## src/rtl/decoder_seq_nto2n_if.sv

```systemverilog
`default_nettype none
// ============================================================================
// Module   : decoder_seq_nto2n_if
// Brief    : Control and result bundle for the scanning one-hot decoder.
// Revision : 1.0 - initial release
// ============================================================================
interface decoder_seq_nto2n_if #(
    parameter int N_IN    = 3,
    parameter int DWELL_W = 4
);
    localparam int c_out_w = 2 ** N_IN;

    logic               en;
    logic [1:0]         mode;
    logic [N_IN-1:0]    data_in;
    logic               load;
    logic [DWELL_W-1:0] dwell_in;
    logic [c_out_w-1:0] y_out;
    logic [N_IN-1:0]    idx_out;
    logic               valid_out;
    logic               wrap_out;

    modport master (
        output en, mode, data_in, load, dwell_in,
        input  y_out, idx_out, valid_out, wrap_out
    );

    modport slave (
        input  en, mode, data_in, load, dwell_in,
        output y_out, idx_out, valid_out, wrap_out
    );
endinterface
`default_nettype wire

```

## src/rtl/decoder_seq_nto2n.sv

```systemverilog
`default_nettype none
// ============================================================================
// Module   : decoder_seq_nto2n
// Brief    : Registered N-to-2^N one-hot decoder with up/down scan sequencer.
// Revision : 1.0 - initial release
// ============================================================================
module decoder_seq_nto2n #(
    parameter int N_IN       = 3,
    parameter int DWELL_W    = 4,
    parameter int ACTIVE_LOW = 0
) (
    input  logic                clk,
    input  logic                rst,
    decoder_seq_nto2n_if.slave  bus
);
    localparam int c_out_w = 2 ** N_IN;

    localparam logic [2:0] c_st_idle    = 3'd0;
    localparam logic [2:0] c_st_direct  = 3'd1;
    localparam logic [2:0] c_st_scan_up = 3'd2;
    localparam logic [2:0] c_st_scan_dn = 3'd3;
    localparam logic [2:0] c_st_hold    = 3'd4;

    localparam logic [N_IN-1:0]    c_idx_max   = {N_IN{1'b1}};
    localparam logic [N_IN-1:0]    c_idx_zero  = {N_IN{1'b0}};
    localparam logic [N_IN-1:0]    c_idx_one   = N_IN'(1);
    localparam logic [DWELL_W-1:0] c_dwell_one = DWELL_W'(1);
    localparam logic [c_out_w-1:0] c_one_hot0  = c_out_w'(1);
    localparam logic [c_out_w-1:0] c_idle      =
        (ACTIVE_LOW != 0) ? {c_out_w{1'b1}} : {c_out_w{1'b0}};

    logic [2:0]         r_state;
    logic [N_IN-1:0]    r_idx;
    logic [DWELL_W-1:0] r_dwell;
    logic [c_out_w-1:0] r_y;
    logic               r_wrap;

    logic [2:0]         w_state_nxt;
    logic [N_IN-1:0]    w_idx_nxt;
    logic [DWELL_W-1:0] w_dwell_nxt;
    logic               w_wrap_nxt;
    logic               w_step;
    logic [c_out_w-1:0] w_onehot;
    logic [c_out_w-1:0] w_y_sel;
    logic [c_out_w-1:0] w_y_nxt;

    // The sampled mode is acted on at the same edge it is captured, so the
    // registered outputs always reflect the state entered at that edge.
    always_comb begin
        w_state_nxt = c_st_idle;
        if (bus.en) begin
            case (bus.mode)
                2'b00:   w_state_nxt = c_st_direct;
                2'b01:   w_state_nxt = c_st_scan_up;
                2'b10:   w_state_nxt = c_st_scan_dn;
                default: w_state_nxt = c_st_hold;
            endcase
        end
    end

    // ">=" rather than "==" lets a shrinking dwell_in release a counter that
    // is already past the new limit instead of running it round the wrap.
    assign w_step = (r_dwell >= bus.dwell_in);

    always_comb begin
        w_idx_nxt   = r_idx;
        w_dwell_nxt = r_dwell;
        w_wrap_nxt  = 1'b0;
        case (w_state_nxt)
            c_st_direct: begin
                w_idx_nxt   = bus.data_in;
                w_dwell_nxt = {DWELL_W{1'b0}};
            end
            c_st_scan_up, c_st_scan_dn: begin
                if (bus.load) begin
                    w_idx_nxt   = bus.data_in;
                    w_dwell_nxt = {DWELL_W{1'b0}};
                end else if (w_step) begin
                    w_dwell_nxt = {DWELL_W{1'b0}};
                    if (w_state_nxt == c_st_scan_up) begin
                        w_idx_nxt  = r_idx + c_idx_one;
                        w_wrap_nxt = (r_idx == c_idx_max);
                    end else begin
                        w_idx_nxt  = r_idx - c_idx_one;
                        w_wrap_nxt = (r_idx == c_idx_zero);
                    end
                end else begin
                    w_dwell_nxt = r_dwell + c_dwell_one;
                end
            end
            default: begin
            end
        endcase
    end

    assign w_onehot = c_one_hot0 << w_idx_nxt;

    generate
        if (ACTIVE_LOW != 0) begin : g_pol_low
            assign w_y_sel = ~w_onehot;
        end else begin : g_pol_high
            assign w_y_sel = w_onehot;
        end
    endgenerate

    assign w_y_nxt = (w_state_nxt == c_st_idle) ? c_idle : w_y_sel;

    always_ff @(posedge clk) begin
        if (rst) begin
            r_state <= c_st_idle;
            r_idx   <= {N_IN{1'b0}};
            r_dwell <= {DWELL_W{1'b0}};
            r_y     <= c_idle;
            r_wrap  <= 1'b0;
        end else begin
            r_state <= w_state_nxt;
            r_idx   <= w_idx_nxt;
            r_dwell <= w_dwell_nxt;
            r_y     <= w_y_nxt;
            r_wrap  <= w_wrap_nxt;
        end
    end

    assign bus.y_out     = r_y;
    assign bus.idx_out   = r_idx;
    assign bus.valid_out = (r_state != c_st_idle);
    assign bus.wrap_out  = r_wrap;

endmodule
`default_nettype wire

```

## src/flat_wrapper.sv

```systemverilog
// flat-port wrapper written by rule: the top's interface ports become plain ports
module decoder_seq_nto2n_flat 
#(
    parameter int N_IN       = 3,
    parameter int DWELL_W    = 4,
    parameter int ACTIVE_LOW = 0
)
  (clk, rst, bus_en, bus_mode, bus_data_in, bus_load, bus_dwell_in, bus_y_out, bus_idx_out, bus_valid_out, bus_wrap_out);
  decoder_seq_nto2n_if #(.N_IN(N_IN), .DWELL_W(DWELL_W)) bus_i ();
  input  logic clk;
  input  logic rst;
  input wire logic [$bits(bus_i.en)-1:0] bus_en;
  input wire logic [$bits(bus_i.mode)-1:0] bus_mode;
  input wire logic [$bits(bus_i.data_in)-1:0] bus_data_in;
  input wire logic [$bits(bus_i.load)-1:0] bus_load;
  input wire logic [$bits(bus_i.dwell_in)-1:0] bus_dwell_in;
  output wire logic [$bits(bus_i.y_out)-1:0] bus_y_out;
  output wire logic [$bits(bus_i.idx_out)-1:0] bus_idx_out;
  output wire logic [$bits(bus_i.valid_out)-1:0] bus_valid_out;
  output wire logic [$bits(bus_i.wrap_out)-1:0] bus_wrap_out;
  assign bus_i.en = bus_en;
  assign bus_i.mode = bus_mode;
  assign bus_i.data_in = bus_data_in;
  assign bus_i.load = bus_load;
  assign bus_i.dwell_in = bus_dwell_in;
  assign bus_y_out = bus_i.y_out;
  assign bus_idx_out = bus_i.idx_out;
  assign bus_valid_out = bus_i.valid_out;
  assign bus_wrap_out = bus_i.wrap_out;
  decoder_seq_nto2n #(.N_IN(N_IN), .DWELL_W(DWELL_W), .ACTIVE_LOW(ACTIVE_LOW)) u_core (.clk(clk), .rst(rst), .bus(bus_i));
endmodule
```

## config.mk

```make
export PLATFORM = sky130hd
export DESIGN_NAME = decoder_seq_nto2n_flat
export DESIGN_NICKNAME = d
export VERILOG_FILES = /design/src/rtl/decoder_seq_nto2n_if.sv /design/src/rtl/decoder_seq_nto2n.sv /design/src/flat_wrapper.sv
export SDC_FILE = /design/constraint.sdc
export NUM_CORES = 1
export LEC_CHECK = 0
export ABC_AREA = 1
export CORE_UTILIZATION = 45
export CTS_CLUSTER_DIAMETER = 200
export CTS_CLUSTER_SIZE = 12
export DETAILED_ROUTE_END_ITERATION = 8
export PLACE_DENSITY = 0.74
export SLEW_MARGIN = 10
export SYNTH_ARGS = -nofsm -noshare
export SYNTH_HDL_FRONTEND = slang
export SYNTH_SLANG_ARGS = --single-unit
```

## constraint.sdc

```tcl
create_clock -name clk -period 4.2 [get_ports clk]
set_input_delay 1.05 -clock clk [delete_from_list [all_inputs] [get_ports clk]]
set_output_delay 1.05 -clock clk [all_outputs]
set_load 0.005 [all_outputs]
```

* After elaboration in Yosys (flattened, before gate mapping)
Cells that the tools add are included. W data, S select, Z words.
Cells by class: add/sub/neg operators 3, multipliers 0, divide/modulo/power cells 0, $lt $le $gt $ge 1, eq/ne operators 6, shift-type cells 1, muxes and demuxes 10, bitwise logic cells 2, reductions and logical operators 8
Operators by type and width (number):
- $mux W3 | 4
- $pmux W3 S3 | 1
- $mux W4 | 2
- $pmux W4 S2 | 1
- $shl A1 B3 Y8 const A | 1
- $eq A3 B2 Y1 const B | 2
- $logic_not A3 Y1 | 2
- $pmux W3 S2 | 1
- $add A4 B1 Y4 const B | 1
- $ge A4 B4 Y1 | 1
- $reduce_or A2 Y1 | 2
- $reduce_or A4 Y1 | 1
- $add A3 B1 Y3 const B | 1
- $eq A3 B1 Y1 const B | 1
- $eq A3 B3 Y1 const B | 1
- $reduce_bool A3 Y1 | 1
- $sub A3 B1 Y3 const B | 1
- $eq A2 B1 Y1 const B | 1
- $eq A2 B2 Y1 const B | 1
- $logic_not A2 Y1 | 1
- $not A1 Y1 | 2
- $reduce_bool A2 Y1 | 1
- $mux W1 | 1
Word-level totals: register bits after elaboration 19, bits in latches 0, RAM bits 0, ROM bits 0, input bits 13, output and inout port bits 13, logic and storage cells 36, memories kept 0

* Longest topological paths before layout
Gate-level depths: netlist of the first run.
depth after elaboration 9, mapped depth 15

* Least setup slack after synthesis of the first run
Ideal clock, no wire load.
path type input-to-reg, start point input port bus_mode[0], end point register u_core.r_y[1] (netlist: u_core.bus.y_out[1]), data arrival time 2.657 ns, slack 1.478 ns, stages on the path 13, path through inv_1 ha_1 nand2_1 nor2_4 nand2_1 inv_1 fa_1 inv_1 nand2_1 nand3_1 a21oi_2 nand2_1 nor2_1
On the way: word-level cells in the longest chain between the ends 9
Ends and longest elaborated chain:
- start, declared | RTL line flat_wrapper.sv:13 | input wire logic [$bits(bus_i.mode)-1:0] bus_mode;
- $eq A2 B2 Y1, or another cell as far along | RTL line decoder_seq_nto2n.sv:52 | case (bus.mode)
- $pmux W3 S3 (*) | RTL line decoder_seq_nto2n.sv:52
- $mux W3 (*) | RTL line decoder_seq_nto2n.sv:51 | if (bus.en) begin
- $eq A3 B2 Y1 | RTL line decoder_seq_nto2n.sv:69, decoder_seq_nto2n.sv:80
- $mux W3 | RTL line decoder_seq_nto2n.sv:80 | if (w_state_nxt == c_st_scan_up) begin
- $mux W3 | RTL line decoder_seq_nto2n.sv:78 | end else if (w_step) begin
- $mux W3 | RTL line decoder_seq_nto2n.sv:75 | if (bus.load) begin
- $pmux W3 S2 | RTL line decoder_seq_nto2n.sv:69 | case (w_state_nxt)
- $shl A1 B3 Y8 | RTL line decoder_seq_nto2n.sv:96 | assign w_onehot = c_one_hot0 << w_idx_nxt;
- end signal, assigned | RTL line decoder_seq_nto2n.sv:113 | r_y <= c_idle;
- end signal, assigned | RTL line decoder_seq_nto2n.sv:119 | r_y <= w_y_nxt;
- end, declared | RTL line decoder_seq_nto2n.sv:35 | logic [c_out_w-1:0] r_y;
Mark *: on every way between the ends. The rest lies on a longest branch, timed or not. A chain may end at the register's enable or synchronous reset.

* Worst setup path after layout of the first run
start point input port bus_mode[1], end point register u_core.r_y[1] (netlist: u_core.bus.y_out[1])
Same word-level chain as after synthesis.

==> results of run 1 <==
layout make-up:
cell class | instances | area [sq um] | share of cell area [%]
clock buffers | 3 | 22.52 | 1.630
clock inverters | 1 | 5.005 | 0.3623
inverters | 25 | 93.84 | 6.794
multi-input cells | 97 | 594.3 | 43.03
flip-flops and latches | 19 | 380.4 | 27.54
well taps | 28 | 35.03 | 2.536
repair buffers | 25 | 250.2 | 18.12
metrics by stage:
stage	std cells	instance area, sq um	total power, uW
after floorplan	142	1072	252.7
after global placement	194	1354	285.1
after detailed placement	194	1354	287.4
after CTS	198	1381	380.5
after global routing	198	1381	397.7
final	198	1381	376.4
sequential cells by signal, summed over array words and instances (netlist names):
signal / cells
u_core.bus.idx_out: 3
u_core.bus.y_out: 8
u_core.r_state: 3
u_core.r_dwell: 4
u_core.bus.wrap_out: 1
final timing paths:
path / start / endpoint / slack (ns) / depth (start not counted)
min: u_core.r_dwell[0]$_SDFFE_PP0N_ / u_core.r_dwell[0]$_SDFFE_PP0N_ / 0.56 / 1
max: bus_mode[1] / u_core.bus.y_out[1]$_SDFF_PP0_ / 1.10 / 14
min reg2reg: u_core.r_dwell[0]$_SDFFE_PP0N_ / u_core.r_dwell[0]$_SDFFE_PP0N_ / 0.56 / 1
max reg2reg: u_core.r_dwell[0]$_SDFFE_PP0N_ / u_core.bus.y_out[1]$_SDFF_PP0_ / 2.46 / 9
synth_stat cells (2+ instances only):
master     n  area, sq um
nand3_2    2        20.02
dfxtp_1   19        380.4
a211oi_1   2        15.01
nand2_1   27        101.4
nand2_2    3        18.77
a22oi_1    2        15.01
nand3_1    7        35.03
inv_1     19        71.32
o21ai_2    2        17.52
nor2_4     2        22.52
inv_2      6        22.52
nand4_1    3        18.77
a21oi_2    3        26.28
ha_1       8        100.1
nor2_1    24        90.09
a21oi_1    2        10.01
metal layers:
layer	global-route usage, %	share of wire [%]	up-vias	wire length [um]
met4	7.407	1.2	0	26
li1	-	-	512	-
met5	0	0	-	0
met3	2.679	3.2	4	70
met2	34.00	49	19	1062
met1	24.02	46	459	1002
power groups by stage:
stage          Combinational [uW]  Sequential [uW]  Clock [uW]
2_1_floorplan                58.3              194           0
5_1_grt                       104              192         102
4_1_cts                      92.6              191        96.8
3_3_place_gp                 90.0              195           0
6_report                     92.2              191        93.0
3_5_place_dp                 92.3              195           0
worst max-delay path, cell delays in order:
cell and delay, ns:
clkdlybuf4s50_1 0.51, inv_1 0.06, ha_1 0.30, nand2_1 0.14, nor2_4 0.06, nand2_1 0.10, inv_1 0.06, fa_1 0.47
inv_1 0.04, nand2_1 0.06, nand3_1 0.11, a21oi_2 0.18, nand2_1 0.10, nor2_1 0.10
cells by family after synthesis:
family / count (synthesis)
flops: 19
buf+inv: 26
xor+xnor: 1
compound gates: 15
simple gates: 72
fa+ha+maj: 9
==> reports/metrics.yaml, run 1 <==
clocking:
  clk_latency_ns: 0.30
  holdBufCountCts: 0
  clock_tree.root_cell: "clkbuf_4"
  cts_tree: "yes"
  cts_max_level: 1
  clkTransAtPathRegs_ns: 0.11
  cts_buffer_depth: 2
  cts.sinks: 19
  cts_made_buffers: 3
  ctsResizeCount: 0
  postCtsSetupBuffers: 0
synthesis:
  yosysUniqueCellTypes: 27
  synth_nets: 164
  synth_xor_area_share_pct: 0.8168
  synthAdderAreaFrac_pct: 11.20
  synth_edf_count: 0
  synth_area_sq_um: 1072
  yosys_most_used_dff: "dfxtp_1"
  synth_top_family_by_area: "simple AND/OR/NAND/NOR gates"
  asyncSetResetFlopFracSynth_pct: 0
  synth_compound_area_share_pct: 12.02
  synth-simple-area-share_pct: 31.39
  ys_ff_latch: 19
  syn_inst: 142
  synth-seq-area-share_pct: 35.47
  synthMuxAreaShare_pct: 0
  synth.avg_cell_area_sq_um: 7.551
  yosysWarnings: 0
finish:
  drive_above_1_share_pct: 14.71
  nets: 193
  fillers: 203
  final_cell_mix: "nand2_1, clkdlybuf4s50_1, nor2_1"
  syn_to_final_growth_pct: 28.82
  n_antenna_cell: 0
  layout_commonest_cell: "nand2_1"
  final_core_utilization_pct: 61.85
setup_path:
  end_kind: "flop"
  cp.arrival_ns: 3.34
  path_max_fanout: 4
  critPathRequiredTime_ns: 4.44
  start_kind: "input port"
  worst-setup-path-type: "input port to flop"
grt:
  grt_usage_pct: 19.42
  grt_pass1_vias: 917
  antenna_found_initial: 0
  grt_pass1_wl_um: 3739
  grt_max_degree: 12
  grt_overflow_total: 0
sta:
  setup_tns_ns: 0
  finalMaxSlewViolations: 0
  rsz0062_at_grt: "false"
  period_share_pct: 73.77
  fin_ws_ns: 1.102
  finalSetupViolCount: 0
  worstMarginPinSlew_ns: 0.4489
  hold_slack_ns: 0.5572
  finClkSkew_ns: 0.002633
  max_freq_ghz: 0.3227
  max_slew_margin_pct: 69.98
  hold_viol: 0
  post-route-min-period_ns: 3.098
status:
  status: "completed"
routing:
  routedWlPerCell_um: 10.91
  drtIter0Drc: 17
  postRouteAntennaNets: 0
  remaining_drc_errors: 0
  avgViaCountPerCell: 5.020
  first_pass_iters: 4
  vias: 994
  drt_wl_total_um: 2161
job:
  drv_cap: 0
placement:
  place_congestion: 0.8311
  io_buffers: 25
  hpwl_um: 1740
  pre_cts_slack_ns: 0.8019
pwr:
  cell_internal_pwr_uw: 263.7
  ir_drop_mv: 0.1950
  swShare_pct: 29.95
  p_comb_share_pct: 24.5
  p_sw_uw: 112.7
  seq_power_share_pct: 50.8
  p_clk_share_pct: 24.7
  leakage_uw: 0.0006263
  p_per_area_nw_per_um2: 272.5
floorplanning:
  initial_core_util_pct: 48.01
  num_rows: 17
  ioPinCount: 26
  die_w_um: 50.82
  fp.dieH_um: 50.82
  core_sq_um: 2233
  die_area_sq_um: 2582
hold_path:
  hold_class: "flop to flop"
No activity file was read; power rests on OpenSTA's default activity.
==> inputs of run 2 (changes only) <==
CORE_UTILIZATION = 43   (was 45)
clock period = 2.7 ns   (was 4.2 ns; I/O delays follow)
==> run 2 against run 1 <==
Against the previous run: global-route usage down 0.24 points; register-to-register slack worse by 1.5 ns; critical path depth unchanged; power up 60%; combinational power up 72%; hold slack better by 0.0026 ns; clock-buffer cell count unchanged; first-iteration DRC count down 76%; final cell count up 4.0%; non-clock buffer count up 8; worst setup slack worse by 0.90 ns; clock skew up 0.0026 ns; critical endpoint is now u_core.bus.y_out[5]$_SDFF_PP0_.
==> reports/metrics.yaml, run 2 (same netlist as run 1, synthesis figures left out) <==
status:
  status: "completed"
finish:
  layoutNonFillerInstCount: 206  # +4.0%
  syn_to_final_growth_pct: 36.06
  layout_commonest_cell: "nand2_1"
  largest_reg_flops: 8  # unchanged
  final_cell_mix: "nand2_1, nor2_1, clkdlybuf4s50_1"
  drive_above_1_share_pct: 20.22  # +5.5 points
  final_area_sq_um: 1459  # +5.6%
  nets: 201  # +4.1%
  final_core_utilization_pct: 64.10  # +2.3 points
  n_antenna_cell: 0  # unchanged
placement:
  placed_area_sq_um: 1414  # +4.4%
  dp.cells: 202  # +4.1%
  io_buffers: 25  # unchanged
  pre_cts_slack_ns: -0.2464  # -1.048 ns
  place_congestion: 0.9400  # +13%
  hpwl_um: 1901  # +9.2%
sta:
  worstMarginPinSlew_ns: 0.4458  # -0.003094 ns
  rsz0062_at_grt: "false"
  finalSetupViolCount: 0  # unchanged
  period_share_pct: 92.49
  fin_ws_ns: 0.2029  # -0.8987 ns
  finalMaxSlewViolations: 0  # unchanged
  max_slew_margin_pct: 70.28  # +0.30 points
  finClkSkew_ns: 0.005240  # +0.002607 ns
  post-route-min-period_ns: 2.497
  max_freq_ghz: 0.4005
  hold_viol: 0  # unchanged
  setup_tns_ns: 0  # unchanged
setup_path:
  start_kind: "input port"
  critPathRequiredTime_ns: 2.95  # -1.49 ns
  worst-setup-path-type: "input port to flop"
  path_max_fanout: 3  # -1
  cp.arrival_ns: 2.74  # -0.60 ns
  end_kind: "flop"
grt:
  grt_pass1_wl_um: 3808  # +1.8%
  antenna_found_initial: 0  # unchanged
  met2_usage_pct: 36.11  # +2.1 points
  grt_usage_pct: 19.18  # -0.24 points
  grt_max_degree: 12  # unchanged
  top_usage_layer: "met2"
  grt_util_met1_pct: 21.33  # -2.7 points
  grt_pass1_vias: 975  # +6.3%
  grt_util_met3_pct: 2.632  # -0.047 points
  grt_overflow_total: 0  # unchanged
clocking:
  holdBufCountCts: 0  # unchanged
  cts_tree: "yes"
  clock_tree.root_cell: "clkbuf_4"
  ctsResizeCount: 0  # unchanged
  clkTransAtPathRegs_ns: 0.11  # about the same
  cts_made_buffers: 3  # unchanged
  clk_latency_ns: 0.30  # about the same
  cts_max_level: 1  # unchanged
  postCtsSetupBuffers: 0  # unchanged
  cts_buffer_depth: 2  # unchanged
  cts.sinks: 19  # unchanged
routing:
  routedWlPerCell_um: 11.00  # +0.79%
  first_pass_iters: 4  # unchanged
  drtIter0Drc: 4  # -13
  drt_wl_total_um: 2266  # +4.9%
  vias: 991  # -0.30%
  postRouteAntennaNets: 0  # unchanged
  avgViaCountPerCell: 4.811  # -4.2%
  remaining_drc_errors: 0  # unchanged
pwr:
  p_per_area_nw_per_um2: 412.2  # +51%
  ir_drop_mv: 0.2769  # +42%
  leakage_uw: 0.0006734  # +7.5%
floorplanning:
  core_sq_um: 2276  # +1.9%
  initial_core_util_pct: 47.11  # -0.90 points
  fp.dieH_um: 51.94  # +2.2%
  die_area_sq_um: 2697  # +4.5%
  die_w_um: 51.94  # +2.2%
  num_rows: 17  # unchanged
  ioPinCount: 26  # unchanged
hold_path:
  hold_class: "flop to flop"
job:
  drv_cap: 0  # unchanged
[run 2: cell count changes in the layout (fill, tap and decap cells not counted), sizes merged]
cell	delta
clkdlybuf4s50	-1
dlymetal6s2s	+1
buf	+8
[run 2: area by class of cell]
| class | instances | area, sq um |
|---|---|---|
| flip-flops and latches | 19 | 380.4 |
| repair buffers | 33 | 312.8 |
| clock inverters | 1 | 5.005 |
| multi-input cells | 97 | 609.3 |
| clock buffers | 3 | 22.52 |
| well taps | 28 | 35.03 |
| fillers | 189 | 817.0 |
| inverters | 25 | 93.84 |
[run 2: final timing paths]
kind                                        from                              to  slack (ns)  depth (start not counted)
setup / recovery                     bus_mode[1]  u_core.bus.y_out[5]$_SDFF_PP0_        0.20                         14
hold / removal    u_core.r_dwell[2]$_SDFFE_PP0N_  u_core.r_dwell[2]$_SDFFE_PP0N_        0.56                          2
setup reg to reg  u_core.r_dwell[0]$_SDFFE_PP0N_  u_core.bus.y_out[5]$_SDFF_PP0_        0.96                          9
hold reg to reg   u_core.r_dwell[2]$_SDFFE_PP0N_  u_core.r_dwell[2]$_SDFFE_PP0N_        0.56                          2
[run 2: stage by stage]
stage | total power, uW | hold slack, ns
after floorplan | 393.1 | 0.4999
after global placement | 453.2 | 0.5326
after detailed placement | 459.3 | 0.5534
after CTS | 602.7 | 0.5653
after global routing | 636.1 | 0.6123
final | 601.4 | 0.5598
[run 2: critical path, cell delays in order]
cell	delay, ns
clkdlybuf4s50_1	0.48
inv_1	0.07
ha_4	0.22
nand2_2	0.10
nor2_4	0.04
nand2_1	0.07
inv_1	0.05
fa_1	0.47
inv_1	0.03
nand2_1	0.05
nand3_1	0.10
a21oi_2	0.20
nand2_1	0.10
nor2_1	0.10
[run 2: per-layer routing]
layer | wire length (um) | share of wire [%]
met5 | 0 | 0
met3 | 72 | 3.2
met4 | 34 | 1.5
met2 | 1173 | 52
met1 | 986 | 44
[run 2: report_power, final]
part | switching [uW] | internal, uW
registers | 7.00 | 290
logic | 83.4 | 75.4
clock network | 90.2 | 55.2
total | 181 | 421
==> inputs of run 3 (changes only) <==
CORE_MARGIN = 4   (was not set)
==> run 3 against run 2 <==
Against the previous run: die area up 24%; final cell count down 0.49%; critical path depth unchanged; clock skew down 0.0036 ns; design area down 0.34%; critical path type unchanged.
==> reports/metrics.yaml, run 3 (same netlist as run 1, synthesis figures left out) <==
setup_path:
  path_max_fanout: 3  # unchanged
  slowest_stage: "clkdlybuf4s50_1"
  worst-setup-path-type: "input port to flop"
  critPathTopFamily: "adder cells"
  r2r_slack_ns: 0.96  # about the same
  worst_r2r_path_depth: 9  # unchanged
  r2r_end: "u_core.bus.y_out[4]$_SDFF_PP0_"
  crit_buf_inv: 4  # unchanged
  end_kind: "flop"
  r2r_start: "u_core.r_dwell[0]$_SDFFE_PP0N_"
  cp.arrival_ns: 2.78  # +0.04 ns
  slowest_delay_ns: 0.47  # about the same
  critPathRequiredTime_ns: 2.95  # about the same
  crit_chain: "clkdlybuf4s50_1, inv_1, ha_4, nand2_2, nor2_4, nand2_1, inv_1, fa_1, inv_1, nand2_1, nand3_2, a21oi_2, nand2_1, nor2_1"
  start_kind: "input port"
grt:
  grt_usage_pct: 14.17  # -5.0 points
  grt_overflow_total: 0  # unchanged
  grt_pass1_vias: 957  # -1.8%
  grt_max_degree: 12  # unchanged
  grt_pass1_wl_um: 3767  # -1.1%
  antenna_found_initial: 0  # unchanged
floorplanning:
  ioPinCount: 26  # unchanged
  core_sq_um: 2297  # +0.93%
  initial_core_util_pct: 46.68  # -0.44 points
  die_area_sq_um: 3356  # +24%
  die_w_um: 57.94  # +12%
  num_rows: 17  # unchanged
  fp.dieH_um: 57.94  # +12%
routing:
  postRouteAntennaNets: 0  # unchanged
  routedWlPerCell_um: 10.90  # -0.93%
  drtIter0Drc: 17  # +13
  remaining_drc_errors: 0  # unchanged
  first_pass_iters: 4  # unchanged
  drt_wl_total_um: 2234  # -1.4%
  avgViaCountPerCell: 4.800  # -0.22%
  vias: 984  # -0.71%
sta:
  hold_slack_ns: 0.5612  # +0.001396 ns
  finClkSkew_ns: 0.001651  # -0.003589 ns
  hold_viol: 0  # unchanged
  max_slew_margin_pct: 68.92  # -1.4 points
  setup_tns_ns: 0  # unchanged
  max_freq_ghz: 0.3943  # -1.5%
  post-route-min-period_ns: 2.536  # +0.03895 ns
  finalSetupViolCount: 0  # unchanged
  finalMaxSlewViolations: 0  # unchanged
  rsz0062_at_grt: "false"
  worstMarginPinSlew_ns: 0.4647  # +0.01892 ns
  period_share_pct: 93.93  # +1.4 points
clocking:
  cts.sinks: 19  # unchanged
  cts_tree: "yes"
  cts_buffer_depth: 2  # unchanged
  clk_latency_ns: 0.30  # about the same
  clock_tree.root_cell: "clkbuf_4"
  cts_made_buffers: 3  # unchanged
  clkTransAtPathRegs_ns: 0.12  # about the same
  cts_max_level: 1  # unchanged
pwr:
  leakage_uw: 0.0006638  # -1.4%
  ir_drop_mv: 0.2108  # -24%
  p_per_area_nw_per_um2: 414.5  # +0.56%
finish:
  nets: 200  # -0.50%
  syn_to_final_growth_pct: 35.59
  drive_above_1_share_pct: 19.77  # -0.45 points
  layout_commonest_cell: "nand2_1"
  final_cell_mix: "nand2_1, clkdlybuf4s50_1, nor2_1"
  largest_reg_flops: 8  # unchanged
  n_antenna_cell: 0  # unchanged
  final_area_sq_um: 1454  # -0.34%
hold_path:
  whs_endpoint: "u_core.r_dwell[0]$_SDFFE_PP0N_"
  hold_depth: 1  # -1
  hold_class: "flop to flop"
  hp-start: "u_core.r_dwell[0]$_SDFFE_PP0N_"
placement:
  placed_area_sq_um: 1406  # -0.53%
  hpwl_um: 1841  # -3.1%
  io_buffers: 25  # unchanged
  place_congestion: 0.8003  # -15%
status:
  status: "completed"
job:
  drv_cap: 0  # unchanged
## run 3: cell count changes in the layout (fill, tap and decap cells not counted), sizes merged
cell           before  now
buf                 8    7
clkdlybuf4s50      24   25
dlymetal6s2s        1    0
## run 3: metrics by stage
step / power [uW] / cells / util [%] / setup slack [ns]
2_1_floorplan: 393.1 / 142 / - / 0.3531
3_3_place_gp: 452.6 / 201 / 61.22 / -0.1503
3_5_place_dp: 457.5 / 201 / 61.22 / -0.2229
4_1_cts: 604.9 / 205 / 62.42 / 0.09309
5_1_grt: 635.9 / 205 / 63.29 / 0.01507
6_report: 602.7 / 205 / 63.29 / 0.1640
## run 3: per-layer routing
| metal | part of all wire [%] | track usage (%) | up-vias | wire length (um) |
|---|---|---|---|---|
| met3 | 5.4 | 1.782 | 2 | 120 |
| met2 | 50 | 26.13 | 30 | 1114 |
| met4 | 1.0 | 5.960 | 0 | 23 |
| li1 | - | - | 522 | - |
| met5 | 0 | 0 | - | 0 |
| met1 | 44 | 16.24 | 430 | 975 |
## run 3: how the worst max path moves through the flow
stage	startpoint	end	cells past startpoint
2_1_floorplan	bus_mode[0]	u_core.bus.y_out[1]$_SDFF_PP0_	13
3_3_place_gp	bus_mode[0]	u_core.bus.y_out[4]$_SDFF_PP0_	14
3_5_place_dp	bus_mode[0]	u_core.bus.y_out[0]$_SDFF_PP0_	14
4_1_cts	bus_mode[0]	u_core.bus.y_out[0]$_SDFF_PP0_	14
5_1_grt	bus_mode[0]	u_core.bus.y_out[4]$_SDFF_PP0_	14
6_report	bus_mode[0]	u_core.bus.y_out[4]$_SDFF_PP0_	14
## run 3: layout make-up
type                       instances  area [sq um]
fill                             206         843.3
multi-input combinational         97         614.3
sequential                        19         380.4
timing repair buffer              32         302.8
inverter                          25         93.84
tap                               28         35.03
clock buffer                       3         22.52
clock inverter                     1         5.005
## run 3: timing repair
item / in CTS / in global routing
setup endpoints to repair: 0 / 4
hold buffers: 0 / 0
resized for setup: 0 / 3
setup buffers: 0 / 0
## run 3: power by group
part           leakage (uW)  internal [uW]  switching, uW
combinational      0.000492           75.0           82.2
sequential         0.000154            290           6.70
clock             0.0000177           55.1           93.4
total              0.000664            420            182
